==> src/rtl/distinct_arb.sv <==
// Arbitrates N_REQ key streams onto one shared distinct engine, one owner at a time.
// Each owner's burst is drained and followed by an engine table clear before re-arbitration.
module distinct_arb #(
  parameter int unsigned N_REQ      = 4,
  parameter int unsigned MAX_OUT    = 32,
  parameter int unsigned CLR_CYCLES = 4,
  parameter int unsigned KEY_W      = 32
) (
  input  logic                            aclk,
  input  logic                            aresetn,
  // Requester key streams
  input  logic [N_REQ-1:0]                s_req_valid,
  output logic [N_REQ-1:0]                s_req_ready,
  input  logic [N_REQ-1:0][KEY_W-1:0]     s_req_key,
  input  logic [N_REQ-1:0]                s_req_last,
  // Per-requester results
  output logic [N_REQ-1:0]                m_rsp_valid,
  input  logic [N_REQ-1:0]                m_rsp_ready,
  output logic [N_REQ-1:0][KEY_W-1:0]     m_rsp_key,
  output logic [N_REQ-1:0]                m_rsp_last,
  output logic [N_REQ-1:0]                m_rsp_hit,
  // Engine side
  output logic                            m_dist_valid,
  input  logic                            m_dist_ready,
  output logic [KEY_W-1:0]                m_dist_key,
  output logic                            m_dist_last,
  output logic                            m_dist_hit,
  input  logic                            s_dist_valid,
  output logic                            s_dist_ready,
  input  logic [KEY_W-1:0]                s_dist_key,
  input  logic                            s_dist_last,
  input  logic                            s_dist_hit,
  // Control and status
  input  logic                            clear_req,
  output logic                            m_clear,
  output logic                            busy,
  output logic [$clog2(MAX_OUT+1)-1:0]    outstanding,
  output logic                            err
);

  localparam int unsigned IdxW = (N_REQ > 1) ? $clog2(N_REQ) : 1;
  localparam int unsigned OutW = $clog2(MAX_OUT + 1);
  localparam int unsigned CntW = (CLR_CYCLES > 1) ? $clog2(CLR_CYCLES) : 1;

  typedef enum logic [1:0] {StIdle, StRun, StDrain, StClear} state_e;

  state_e            r_state, w_state_d;
  logic [IdxW-1:0]   r_owner, w_owner_d;
  logic [IdxW-1:0]   r_rr_ptr, w_rr_ptr_d;
  logic [OutW-1:0]   r_outstanding, w_outstanding_d;
  logic [CntW-1:0]   r_clr_cnt, w_clr_cnt_d;
  logic              r_pending, w_pending_d;
  logic              r_err, w_err_d;

  logic              w_room;
  logic              w_dist_fire;
  logic              w_rsp_fire;
  logic              w_err_evt;
  logic [IdxW-1:0]   w_pick;
  int                w_idx;

  always_ff @(posedge aclk or negedge aresetn) begin
    if (!aresetn) begin
      r_state       <= StIdle;
      r_owner       <= '0;
      r_rr_ptr      <= '0;
      r_outstanding <= '0;
      r_clr_cnt     <= '0;
      r_pending     <= 1'b0;
      r_err         <= 1'b0;
    end else begin
      r_state       <= w_state_d;
      r_owner       <= w_owner_d;
      r_rr_ptr      <= w_rr_ptr_d;
      r_outstanding <= w_outstanding_d;
      r_clr_cnt     <= w_clr_cnt_d;
      r_pending     <= w_pending_d;
      r_err         <= w_err_d;
    end
  end

  // First valid requester at or after rr_ptr; descending scan lets the nearest win.
  always_comb begin
    w_pick = r_rr_ptr;
    w_idx  = 0;
    for (int i = int'(N_REQ) - 1; i >= 0; i--) begin
      w_idx = (int'(r_rr_ptr) + i) % int'(N_REQ);
      if (s_req_valid[IdxW'(w_idx)]) w_pick = IdxW'(w_idx);
    end
  end

  // Data paths: purely combinational, no buffering.
  always_comb begin
    w_room       = (r_outstanding < OutW'(MAX_OUT));
    m_dist_key   = s_req_key[r_owner];
    m_dist_last  = s_req_last[r_owner];
    m_dist_hit   = 1'b0;
    m_dist_valid = (r_state == StRun) && s_req_valid[r_owner] && w_room;
    s_req_ready  = '0;
    s_req_ready[r_owner] = (r_state == StRun) && m_dist_ready && w_room;
    w_dist_fire  = m_dist_valid && m_dist_ready;

    m_rsp_key    = {N_REQ{s_dist_key}};
    m_rsp_last   = {N_REQ{s_dist_last}};
    m_rsp_hit    = {N_REQ{s_dist_hit}};
    m_rsp_valid  = '0;
    // Stray responses are swallowed; gated by reset so ready stays low while held.
    s_dist_ready = aresetn;
    if (r_outstanding != '0) begin
      m_rsp_valid[r_owner] = s_dist_valid;
      s_dist_ready         = m_rsp_ready[r_owner];
    end
    w_rsp_fire = s_dist_valid && s_dist_ready && (r_outstanding != '0);
    w_err_evt  = s_dist_valid && (r_outstanding == '0);
  end

  always_comb begin
    w_state_d       = r_state;
    w_owner_d       = r_owner;
    w_rr_ptr_d      = r_rr_ptr;
    w_clr_cnt_d     = r_clr_cnt;
    w_pending_d     = r_pending;
    w_err_d         = r_err | w_err_evt;
    w_outstanding_d = r_outstanding;

    unique case ({w_dist_fire, w_rsp_fire})
      2'b10:   w_outstanding_d = r_outstanding + OutW'(1);
      2'b01:   w_outstanding_d = r_outstanding - OutW'(1);
      default: w_outstanding_d = r_outstanding;
    endcase

    unique case (r_state)
      StIdle: begin
        if (clear_req) begin
          w_state_d   = StDrain;
          w_pending_d = 1'b1;
        end else if (|s_req_valid) begin
          w_owner_d = w_pick;
          w_state_d = StRun;
        end
      end
      StRun: begin
        if (clear_req) w_pending_d = 1'b1;
        if (w_dist_fire && m_dist_last) begin
          w_state_d  = StDrain;
          w_rr_ptr_d = (r_owner == IdxW'(N_REQ - 1)) ? '0 : r_owner + IdxW'(1);
        end
      end
      StDrain: begin
        if (clear_req) w_pending_d = 1'b1;
        if (r_outstanding == '0) begin
          w_state_d   = StClear;
          w_clr_cnt_d = '0;
          w_pending_d = 1'b0;
        end
      end
      StClear: begin
        if (r_clr_cnt == CntW'(CLR_CYCLES - 1)) w_state_d = StIdle;
        else                                     w_clr_cnt_d = r_clr_cnt + CntW'(1);
      end
      default: w_state_d = StIdle;
    endcase
  end

  assign m_clear     = (r_state == StClear);
  assign busy        = (r_state != StIdle);
  assign outstanding = r_outstanding;
  assign err         = r_err;

endmodule
==> config.mk <==
export PLATFORM = sky130hd
export DESIGN_NAME = distinct_arb
export DESIGN_NICKNAME = d
export VERILOG_FILES = /design/src/rtl/distinct_arb.sv
export SDC_FILE = /design/constraint.sdc
export NUM_CORES = 1
export LEC_CHECK = 0
export ABC_AREA = 1
export BUFFER_PORTS_ARGS = -buffer_cell sky130_fd_sc_hd__buf_2
export CAP_MARGIN = 10
export CORE_AREA = 4 4 142 144
export CTS_BUF_LIST = sky130_fd_sc_hd__clkbuf_16
export CTS_CLUSTER_DIAMETER = 200
export DETAILED_ROUTE_END_ITERATION = 8
export DIE_AREA = 0 0 146 148
export HOLD_SLACK_MARGIN = 0.06
export PLACE_DENSITY_LB_ADDON = 0.15
export SLEW_MARGIN = 25
export SYNTH_ARGS = -nofsm -noshare
export SYNTH_HDL_FRONTEND = slang
export SYNTH_SLANG_ARGS = --single-unit
==> constraint.sdc <==
create_clock -name aclk -period 2.29 [get_ports aclk]
set_input_delay 0.1145 -clock aclk [delete_from_list [all_inputs] [get_ports aclk]]
set_output_delay 0.1145 -clock aclk [all_outputs]
set_load 0.01 [all_outputs]
-- Word level (Yosys, flattened, before mapping)
Index checks and enable logic that the tools add are counted.
- flip-flop bits (word level): 15
- input bits: 179
- output and inout port bits: 189
- word-level logic and storage cells: 96
- bitwise logic cells: 4
- reduce and logical (&&, ||, !) cells: 21
- multiplexer cells: 39
- magnitude comparators: 7
- $add $sub $neg: 7
- equality and inequality tests: 12
- operator list (cell ; number):
    $bmux W32 S2 ; 1
    $mux W32 ; 1
    $mux W2 ; 12
    $lt A2 B4 Y1 const B ; 4
    $bmux W1 S2 ; 7
    $mux W1 ; 13
    $pmux W6 S2 ; 1
    $eq A2 B2 Y1 const B ; 5
    $logic_and A1 B1 Y1 ; 10
    $and A4 B4 Y4 ; 2
    $pmux W2 S4 ; 1
    $add A2 B1 Y2 const B ; 3
    $add A6 B1 Y6 const B ; 1
    $logic_not A6 Y1 ; 1
    $lt A6 B6 Y1 const B ; 1
    $reduce_and A3 Y1 ; 2
    $reduce_bool A2 Y1 ; 3
    $reduce_bool A6 Y1 ; 1
    $sub A6 B1 Y6 const B ; 1
    $add A2 B2 Y2 const B ; 2
    $eq A2 B1 Y1 const B ; 2
    $mux W4 ; 1
    $ne A2 B1 Y1 const B ; 2
    $ne A2 B2 Y1 const B ; 2
    other kinds (11) ; 11

-- Depth between registers and ports, before layout
Gate-level depths: netlist (run 1).
- word-level depth: 8
- depth in mapped cells: 15

-- Least setup slack after synthesis (run 1)
OpenSTA, ideal clock, no wires.
- path kind: flip-flop to flip-flop
- start point: register r_owner[0]
- end point: register r_outstanding[4] (netlist: outstanding[4])
- stages on the path, launching flop included: 14
- data arrival time: 2297 ps
- setup slack: -133 ps
- setup time: 126 ps
- clock period less this slack: 2423 ps
- path through: dfrtp_1 -> inv_1 -> buf_2 -> nand2_1 -> a32o_1 -> nor2_1 -> ha_1 -> ha_1 -> nand2_1 -> nand2_1 -> a21o_1 -> or2_2 -> nand3_1 -> o21ai_0
- cells in the longest elaborated chain, start to end: 7
- RTL lines (item ; RTL line ; source):
    start: declaration ; 48 ; logic [IdxW-1:0] r_owner, w_owner_d;
    start signal: assignment ; 73 ; r_owner <= w_owner_d;
    $bmux W1 S2, on equally long branches ; 111, 98 ;
    $mux W1, on equally long branches ; 111, 98 ;
    $mux W1 / $logic_and A1 B1 Y1 (equally long branches) ; 109, 98 ;
    $logic_and A1 B1 Y1, on equally long branches ; 113, 98 ;
    $logic_and A1 B1 Y1, on equally long branches ; 113, 101 ;
    $eq A2 B1 Y1 / $eq A2 B2 Y1 (equally long branches) ; 126 ; unique case ({w_dist_fire, w_rsp_fire})
    $pmux W6 S2 / $reduce_bool A2 Y1 (equally long branches) ; -- ;
    end signal: assignment ; 75 ; r_outstanding <= w_outstanding_d;
    end: declaration ; 50 ; logic [OutW-1:0] r_outstanding, w_outstanding_d;
Parallel ways exist; a longest one is shown, timed or not. The select of a mux whose other input is x is not followed.
A chain may end at the register's enable or synchronous reset.

-- Worst setup path in the final report (run 1)
Ends and elaborated chain as after synthesis.

==> metrics, run 1 <==
outcome finished, final reports clean; simple-gate area share of the yosys netlist a little under a quarter; wire length per cell about 17 µm; pre-CTS setup slack -36.82 ps; row cnt 50; clock sink total 15; sequential share of power a little over a tenth; Synth area leaders buf_4 32%, dfrtp_1 11%, o21ai_0 11%, nor2_1 9.2%, nand2_1 8.2%; Worst VDD drop about 420 µV; first-pass GRT wire length 20950 µm; WP data required 2420 ps; Combinational Power Share 81.5%; WL final 13850 µm; crit path DAT roughly 2400 ps; top-area cell type share of the netlist area 31.51%; vias per cell between 4 and 5; worst-skew pair later-pin latency about 250 ps; crit-path max FO 6; post-synthesis mux area share 0%; fin area 3844 µm²; RSZ-0062 raised after global routing true; number of enable flip-flop cells after synthesis 0; Cell Area, Synth between 3000 and 4000 µm²; gp weighted congestion 0.8046; Psw between 2 and 2.5 mW; Most Frequent Cell on Critical Path nand2_2; Area Overhead vs Synth 16.06%; Core ar. roughly 19000 µm²; Antenna Cells 0; clock slew at the register clock pins of the worst setup and hold paths 50 ps; Max Root-Sink Buffers 2; IO Pins 368; async set-or-reset flop fraction in the synthesized netlist 100.0%; total gr overflow 0; Synth Area in Compound Gates between 20% and 30%; CTS tree done; Initial Util between 10% and 20%; final-stage net count around 800; Filler Cell Count 2183; Yosys reg bits 15; largest family of logic cells by synthesized area buffers and inverters; Syn Inst Count 533; area share of fa/ha/maj cells after synthesis under 10%; Top FF cell, synth dfrtp_1; Clock power frac between 7 and 8%; Tightest Hold Check Type in -> reg; pwr/cell area approximately 1200 nW/µm²; crit share post-route ~100%; Die Height 148 µm; Inserted Clock Buffers 3; htree depth 1; initial antenna violation count 1; Slowest-stage cell, CP dfrtp_2; drt drc 0; Clock Skew roughly 1.5 ps; Worst Setup Start Kind flip-flop; Seq/Total Area, Yosys a little under an eighth; minimum clock period 2226 ps; Switching Fraction roughly 53%; CP Class reg -> reg; Yosys warning count 0; Crit. End Element flip-flop; total power about 4.5 mW; vias in the first global route roughly 3700; Slew Limit Fails 0; Int Power about 2.1 mW; clock root cell clkbuf_16; Max Freq ~0.45 GHz; largest net degree at the start of global routing approximately 50; Slowest Stage Delay on Critical Path 450 ps; IO Port Bufs 196; Die W approximately 150 µm; Synth area leader buf_4; Post-Synth XOR/XNOR Area less than 1%; setup violators final 0; syn avg cell area around 6.2 µm²; max cap viols 0; HPWL Detailed around 12000 µm; die area approximately 22000 µm²; drt first pass iters 4; antenna viol nets, final 0; DP Area approximately 3700 µm²; P_leak 2.059 nW; Via Count 3517; Final Worst Setup Slack between 60 and 70 ps; Syn Nets 727; Initial DRC Count 113; critical path cell sequence inv_2 -> nand2_2 -> a32o_2 -> nor2_4 -> ha_4 -> ha_4 -> nand2_2 -> nand2_2 -> a21o_1 -> or2_4 -> nand3_2 -> o21ai_1; WHS 128.6 ps; ratio of cells with drive above 1 in the final layout a little over two fifths; Global Route Usage Sum between 10% and 20%; Synth cell types 34; final hold vios 0
==> routing by layer <==
metal	GRT usage, %	vias to the layer above	routed length, µm
li1	-	1736	-
met1	14.27	1593	5551
met2	21.40	155	7040
met3	2.820	33	972
met4	2.963	0	281
met5	0	-	0
==> repair_timing <==
item	4_1_cts	5_1_grt
gates resized for setup	5	16
pin swaps	2	10
hold endpoints to repair	15	0
hold buffers	1	0
setup endpoints to repair	2	3
setup buffers	0	2
==> registers in the layout, indices dropped and copies added (netlist names) <==
register     cells
r_clr_cnt        2
outstanding      6
r_owner          2
r_state          2
err              1
r_rr_ptr         2
==> cells by family after synthesis <==
| kind of cell | count (synthesis) |
|---|---|
| AOI/OAI and AO/OA | 122 |
| xor gates and xnor gates | 1 |
| adders and majority gates | 15 |
| buffers and inverters | 200 |
| DFF | 15 |
| other | 1 |
| and+or+nand+nor | 179 |
==> worst paths after layout <==
path	from	cells after the start	endpoint	slack, ps
setup / recovery	r_owner[0]$_DFFE_PN0P_	12	outstanding[4]$_DFFE_PN0P_	60
hold / removal	s_dist_valid	3	err$_DFF_PN0_	130
setup reg to reg	r_owner[0]$_DFFE_PN0P_	12	outstanding[4]$_DFFE_PN0P_	60
hold reg to reg	err$_DFF_PN0_	1	err$_DFF_PN0_	470
max in group asynchronous	aresetn	3	r_owner[0]$_DFFE_PN0P_	1700
min in group asynchronous	aresetn	3	outstanding[3]$_DFFE_PN0P_	380
==> through the flow <==
stage                     std cells  utilization (%)  setup TNS (ps)
after CTS                       833            20.17               0
after global routing            835            20.55          -231.9
after detailed placement        828            19.58          -68.34
after floorplan                 533                -               0
final                           835            20.55               0
after global placement          828            19.58          -3.358
==> worst max-delay path, delay by kind of cell (launching register included) <==
family / cells / cell delay, ps
adder cells (fa/ha/maj): 2 / 460
buffers and inverters: 1 / 100
AO/OA/AOI/OAI: 3 / 530
AND/OR/NAND/NOR: 6 / 550
flip-flops: 1 / 450
==> layout make-up <==
type	count	area [µm²]	share of cell area [%]
Multi-Input combinational cell	318	1735	45.15
Timing Repair Buffer	225	1214	31.58
Sequential cell	15	376.6	9.798
Tap cell	234	292.8	7.617
Inverter	39	146.4	3.809
Clock buffer	3	75.07	1.953
Clock inverter	1	3.754	0.09766
==> power by group through the flow <==
stage	clock network [mW]	logic [mW]	registers, mW
6_report	0.351	3.69	0.490
5_1_grt	0.369	4.18	0.512
4_1_cts	0.359	3.63	0.492
3_5_place_dp	0	3.57	0.494
3_3_place_gp	0	3.54	0.493
2_1_floorplan	0	2.34	0.532
==> cells in the final DEF (no fill, tap or decap), drive strengths merged, types with 7 or more instances in the layout <==
cell type  netlist  routed
o21ai           73      73
nor2            81      81
ha              14      14
nand3           12      12
a21oi            7       7
o22ai           32      32
nand2           76      76
inv             39      40
dfrtp           15      15
buf            148     224
==> synth_stat cells (2+ instances only) <==
cell type,number
nand4_1,5
dfrtp_1,15
a21oi_1,7
inv_2,3
buf_6,2
nand2_1,72
clkbuf_1,13
o22ai_1,32
o21ai_0,72
nand3_1,10
and2_1,2
nand2_2,3
buf_4,139
nor2_1,81
ha_1,14
o211ai_1,3
inv_1,36
buf_2,7
or2_2,2
Power figures use the tool's default switching activity.
==> run 2, diff against run 1 <==
- CELL_PAD_IN_SITES_DETAIL_PLACEMENT: unset -> 1
- CELL_PAD_IN_SITES_GLOBAL_PLACEMENT: unset -> 2
- CORE_AREA: 4 4 142 144 -> unset
- CORE_ASPECT_RATIO: unset -> 1.25
- CORE_MARGIN: unset -> 4
- CORE_UTILIZATION: unset -> 13
- CTS_CLUSTER_SIZE: unset -> 8
- DIE_AREA: 0 0 146 148 -> unset
==> run 2 against run 1 <==
Combinational power barely moved; critical endpoint unchanged; power fell by 0.39%; largest power group unchanged; sequential share of layout area fell by 0.28 points; critical path type unchanged; sequential cell count did not move; critical path depth did not move; routed wire length rose by 8.0%; via count rose by 1.3%.
==> metrics, run 2 (synthesis results as in run 1) <==
commonest cells after routing, fill and taps aside 196 x buf_2, 80 x nor2_1, 70 x o21ai_0, 69 x nand2_1, 34 x inv_1; Slowest Stage Delay on Critical Path 450 ps; Crit. End Element flip-flop; fin area about 4000 µm²; worst-skew pair later-pin latency 260 ps; worst r2r path cells 12; Most Frequent Cell on Critical Path nand2_2; IO Port Bufs between 150 and 200; gp weighted congestion 0.7423; Worst Setup Start Kind flip-flop; drt first pass iters 3; Filler Cell Count roughly 3200; crit path DAT 2360 ps; Worst Hold End err$_DFF_PN0_; FF/Latch Area about 380 µm²; antenna viol nets, final 0; IO Pins between 300 and 400; crit-path max FO 6; Worst VDD drop 360.8 µV; minimum clock period between 2000 and 2500 ps; Inserted Clock Buffers 3; CTS tree done; reg2reg end outstanding[4]$_DFFE_PN0P_; HPWL Detailed ~12000 µm; Slew HR ~52%; pwr/cell area roughly 1100 nW/µm²; total gr overflow 0; Global Route Usage Sum between 9 and 10%; clock slew at the register clock pins of the worst setup and hold paths 60 ps; Final Util 15.69%; critical hold path startpoint s_dist_valid; area occupied by multi-input gates roughly 1700 µm²; clock root cell clkbuf_16; crit share post-route 96.74%; Die Height roughly 190 µm; Slowest-stage cell, CP dfrtp_2; worst reg-to-reg setup slack 70 ps; WP data required roughly 2400 ps; ratio of cells with drive above 1 in the final layout between 40 and 50%; drt drc 0; DP Area between 3000 and 4000 µm²; RSZ-0062 raised after global routing true; first-pass GRT wire length roughly 22000 µm; largest net degree at the start of global routing 68; final hold vios 0; Worst path depth 12; Max Root-Sink Buffers 2; most common cell after layout, fill and taps aside buf_2; vias per cell 3.808; Area Overhead vs Synth 19.42%; Die W between 150 and 200 µm; total power approximately 4.5 mW; CP top delay family simple AND/OR/NAND/NOR gates; critical path cell sequence buf_4 -> o211ai_2 -> nand2_2 -> nand2_2 -> ha_4 -> ha_4 -> nand2_2 -> nand2_1 -> a21o_1 -> or2_2 -> nand3_2 -> o21ai_1; Initial Util between 10% and 20%; final-stage net count ~800; Slew Limit Fails 0; WL final 14950 µm; P_leak just over 2 nW; outcome finished, final reports clean; Clock Skew 7.714 ps; row cnt 65; CP Class reg -> reg; Initial DRC Count 84; Core ar. 25210 µm²; Tightest Hold Check Type in -> reg; Worst Tran Pin Value around 710 ps; initial antenna violation count 1; RR Startpoint r_owner[0]$_DFFE_PN0P_; die area approximately 28000 µm²; wire length per cell about 16 µm; Worst Hold Depth 3; Max Freq about 0.45 GHz; max cap viols 0; Buf/Inv on CP 1; vias in the first global route between 3000 and 4000; WHS 135.6 ps; setup violators final 0; clock sink total 15; Cells after DPL between 900 and 1000; Via Count 3564; max reg flops 6; post-route insts no fill ~940; Antenna Cells 0; htree depth 1
==> run 2: cell counts in the layout (fill, tap and decap cells not counted) <==
Identical to the previous run, type by type.
==> run 2: power breakdown <==
part	internal, mW	switching (mW)
registers	0.391	0.106
logic	1.48	2.18
clock network	0.232	0.126
total	2.10	2.42
==> run 2: worst max-delay path by stage <==
| stage | from | to |
|---|---|---|
| final | r_owner[0]$_DFFE_PN0P_ | outstanding[4]$_DFFE_PN0P_ |
| after global routing | outstanding[0]$_DFFE_PN0P_ | outstanding[4]$_DFFE_PN0P_ |
| after CTS | r_owner[0]$_DFFE_PN0P_ | outstanding[4]$_DFFE_PN0P_ |
| after detailed placement | r_owner[0]$_DFFE_PN0P_ | outstanding[5]$_DFFE_PN0P_ |
| after global placement | r_owner[0]$_DFFE_PN0P_ | outstanding[5]$_DFFE_PN0P_ |
| after floorplan | r_owner[0]$_DFFE_PN0P_ | outstanding[4]$_DFFE_PN0P_ |
==> run 2: final cells by class <==
| type | count | area share (%) |
|---|---|---|
| clock inverter | 1 | 0.09491 |
| sequential | 15 | 9.522 |
| inverter | 39 | 3.701 |
| timing repair buffer | 225 | 30.47 |
| clock buffer | 3 | 1.898 |
| tap | 335 | 10.60 |
| multi-input combinational | 318 | 43.72 |
==> run 2: what timing repair did <==
| item | CTS | global route |
|---|---|---|
| hold endpoints to repair | 15 | 0 |
| setup endpoints to repair | 2 | 7 |
| resized for setup | 9 | 12 |
| pin swaps | 2 | 10 |
| hold buffers | 1 | 0 |
| buffers inserted | 2 | 3 |
==> run 2: per-layer routing <==
layer / global-route usage (%) / share of wire [%]
met1: 11.08 / 39
met2: 18.10 / 50
met3: 2.186 / 9.0
met4: 3.210 / 2.3
met5: 0 / 0.087
==> run 2: stage by stage <==
step           setup TNS (ps)  setup WS, ps
2_1_floorplan               0        0.9985
3_3_place_gp           -30.38        -30.38
3_5_place_dp           -102.9        -68.55
4_1_cts                     0         8.481
5_1_grt                -261.7        -74.34
6_report                    0         74.64
==> run 2: worst reg2reg max path: cells and delay by family, from the launching register on <==
family	cells	cell delay, ps
buf+inv	1	150
flops	1	450
compound gates	3	390
simple gates	6	660
fa+ha+maj	2	460
==> run 3, diff against run 2 <==
- CAP_MARGIN: 10 -> 25
- CORE_ASPECT_RATIO: 1.25 -> 1.4
==> run 3 against run 2 <==
Register-to-register slack about the same; global-route usage increased by 0.11 points; sequential share of layout area decreased by 0.17 points; clock power about the same; critical endpoint is now outstanding[5]$_DFFE_PN0P_.
==> metrics, run 3 (synthesis results as in run 1) <==
CP Class reg -> reg; IO Pins 368; Worst Tran Pin Value about 700 ps; commonest cells after routing, fill and taps aside 196 x buf_2, 80 x nor2_1, 70 x o21ai_0, 66 x nand2_1, 36 x buf_4; wire length per cell 16.39 µm; total gr overflow 0; total power 4.687 mW; HPWL Detailed around 13000 µm; CTS tree done; crit share post-route 96.74%; clock slew at the register clock pins of the worst setup and hold paths 50 ps; Clock power frac between 7 and 8%; IO Port Bufs between 150 and 200; area occupied by multi-input gates 1744 µm²; Combinational Power Share between 80% and 90%; Most Frequent Cell on Critical Path nand2_1; die area around 28000 µm²; post-route insts no fill about 900; Worst VDD drop between 300 and 400 µV; Slew Limit Fails 0; htree depth 1; most common cell after layout, fill and taps aside buf_2; Initial DRC Count 35; Inserted Clock Buffers 3; Slew HR between 50% and 60%; FF/Latch Area 376.6 µm²; minimum clock period between 2000 and 2500 ps; Max Root-Sink Buffers 2; max cap viols 0; crit path DAT 2350 ps; Worst Setup Start Kind flip-flop; Worst Hold Depth 3; clock sink total 15; Area Overhead vs Synth 21.61%; first-pass GRT wire length between 20000 and 25000 µm; drt first pass iters 4; Max Freq roughly 0.45 GHz; WL final ~15000 µm; Die W between 100 and 150 µm; Final Util between 10% and 20%; Switching Fraction a little over half; Psw around 2.5 mW; worst r2r path cells 12; Int Power roughly 2.2 mW; Filler Cell Count between 3000 and 4000; sequential share of power 10.5%; max reg flops 6; vias in the first global route 3845; RSZ-0062 raised after global routing true; Initial Util 13.33%; crit-path max FO 6; vias per cell 3.836; WP data required 2420 ps; Global Route Usage Sum about a tenth; Slowest Stage Delay on Critical Path just over 400 ps; Tightest Hold Check Type in -> reg; Core ar. roughly 25000 µm²; drt drc 0; ratio of cells with drive above 1 in the final layout 45.17%; worst-skew pair later-pin latency between 200 and 300 ps; antenna viol nets, final 0; row cnt 68; outcome finished, final reports clean; critical path cell sequence buf_6 -> nand2_1 -> a32o_2 -> nor2_4 -> ha_4 -> ha_4 -> a21oi_1 -> nand3_2 -> a21oi_2 -> o21ai_1 -> nand2_1 -> nand2_1; Clock Skew a little over 6 ps; Slowest-stage cell, CP dfrtp_2; Crit. End Element flip-flop; largest net degree at the start of global routing 67; Via Count 3556; gp weighted congestion slightly above 0.7; pwr/cell area roughly 1200 nW/µm²; Die Height between 150 and 200 µm; setup violators final 0; P_leak 2.100 nW; final-stage net count between 800 and 900; clock root cell clkbuf_16; Cells after DPL between 900 and 1000; initial antenna violation count 2; final hold vios 0
==> run 3: changes by cell type in the layout (fill, tap and decap cells not counted), sizes merged <==
| cell | delta |
|---|---|
| inv | -1 |
| clkinv | +1 |
| buf | +10 |
| diode | +1 |
==> run 3: final timing paths <==
path,to,from,slack [ps]
setup / recovery,outstanding[5]$_DFFE_PN0P_,r_owner[0]$_DFFE_PN0P_,70
hold reg to reg,err$_DFF_PN0_,err$_DFF_PN0_,480
hold / removal,err$_DFF_PN0_,s_dist_valid,130
min in group asynchronous,err$_DFF_PN0_,aresetn,380
max in group asynchronous,r_owner[0]$_DFFE_PN0P_,aresetn,1690
setup reg to reg,outstanding[5]$_DFFE_PN0P_,r_owner[0]$_DFFE_PN0P_,70
==> run 3: layer usage <==
metal	global-route usage [%]	routed length [µm]	vias to the layer above
li1	-	-	1753
met1	10.97	5723	1634
met2	19.08	7995	135
met3	1.650	1004	32
met4	3.205	455	2
met5	0	13	-
==> run 3: per-stage QoR <==
stage	hold slack [ps]	instance area (µm²)	TNS, ps	setup WS [ps]
3_3_place_gp	148.9	3781	-115.5	-78.91
3_5_place_dp	133.7	3781	-262.2	-134.5
2_1_floorplan	-181.1	3336	0	0.9985
5_1_grt	142.2	4028	-157.2	-48.28
6_report	125.3	4028	0	74.73
4_1_cts	114.8	3946	0	1.669
==> run 3: critical path, delay by kind of cell (launching register included) <==
family | cells | cell delay, ps
AOI/OAI and AO/OA | 4 | 730
adders and majority gates | 2 | 440
DFF | 1 | 410
and+or+nand+nor | 5 | 400
buffers and inverters | 1 | 110
==> run 3: cell type report <==
cell class                      count  area share, %
Sequential cell                    15          9.351
Antenna cell                        1        0.06213
Inverter                           39          3.635
Multi-Input combinational cell    318          43.31
Clock buffer                        3          1.864
Clock inverter                      1         0.1243
Tap cell                          315          9.786
Timing Repair Buffer              235          31.87
==> run 3: repair_timing <==
item | 4_1_cts | 5_1_grt
hold buffers | 1 | 0
pin swaps | 3 | 12
setup buffers | 6 | 2
resized for setup | 8 | 19
endpoints found under the hold margin | 15 | 0
endpoints found under the setup margin | 3 | 4
==> run 3: power by group through the flow <==
stage          clock (mW)  sequential [mW]  combinational, mW
2_1_floorplan           0            0.532               2.34
3_3_place_gp            0            0.497               3.68
3_5_place_dp            0            0.503               3.70
4_1_cts             0.373            0.491               3.86
5_1_grt             0.387            0.511               4.36
6_report            0.357            0.493               3.84
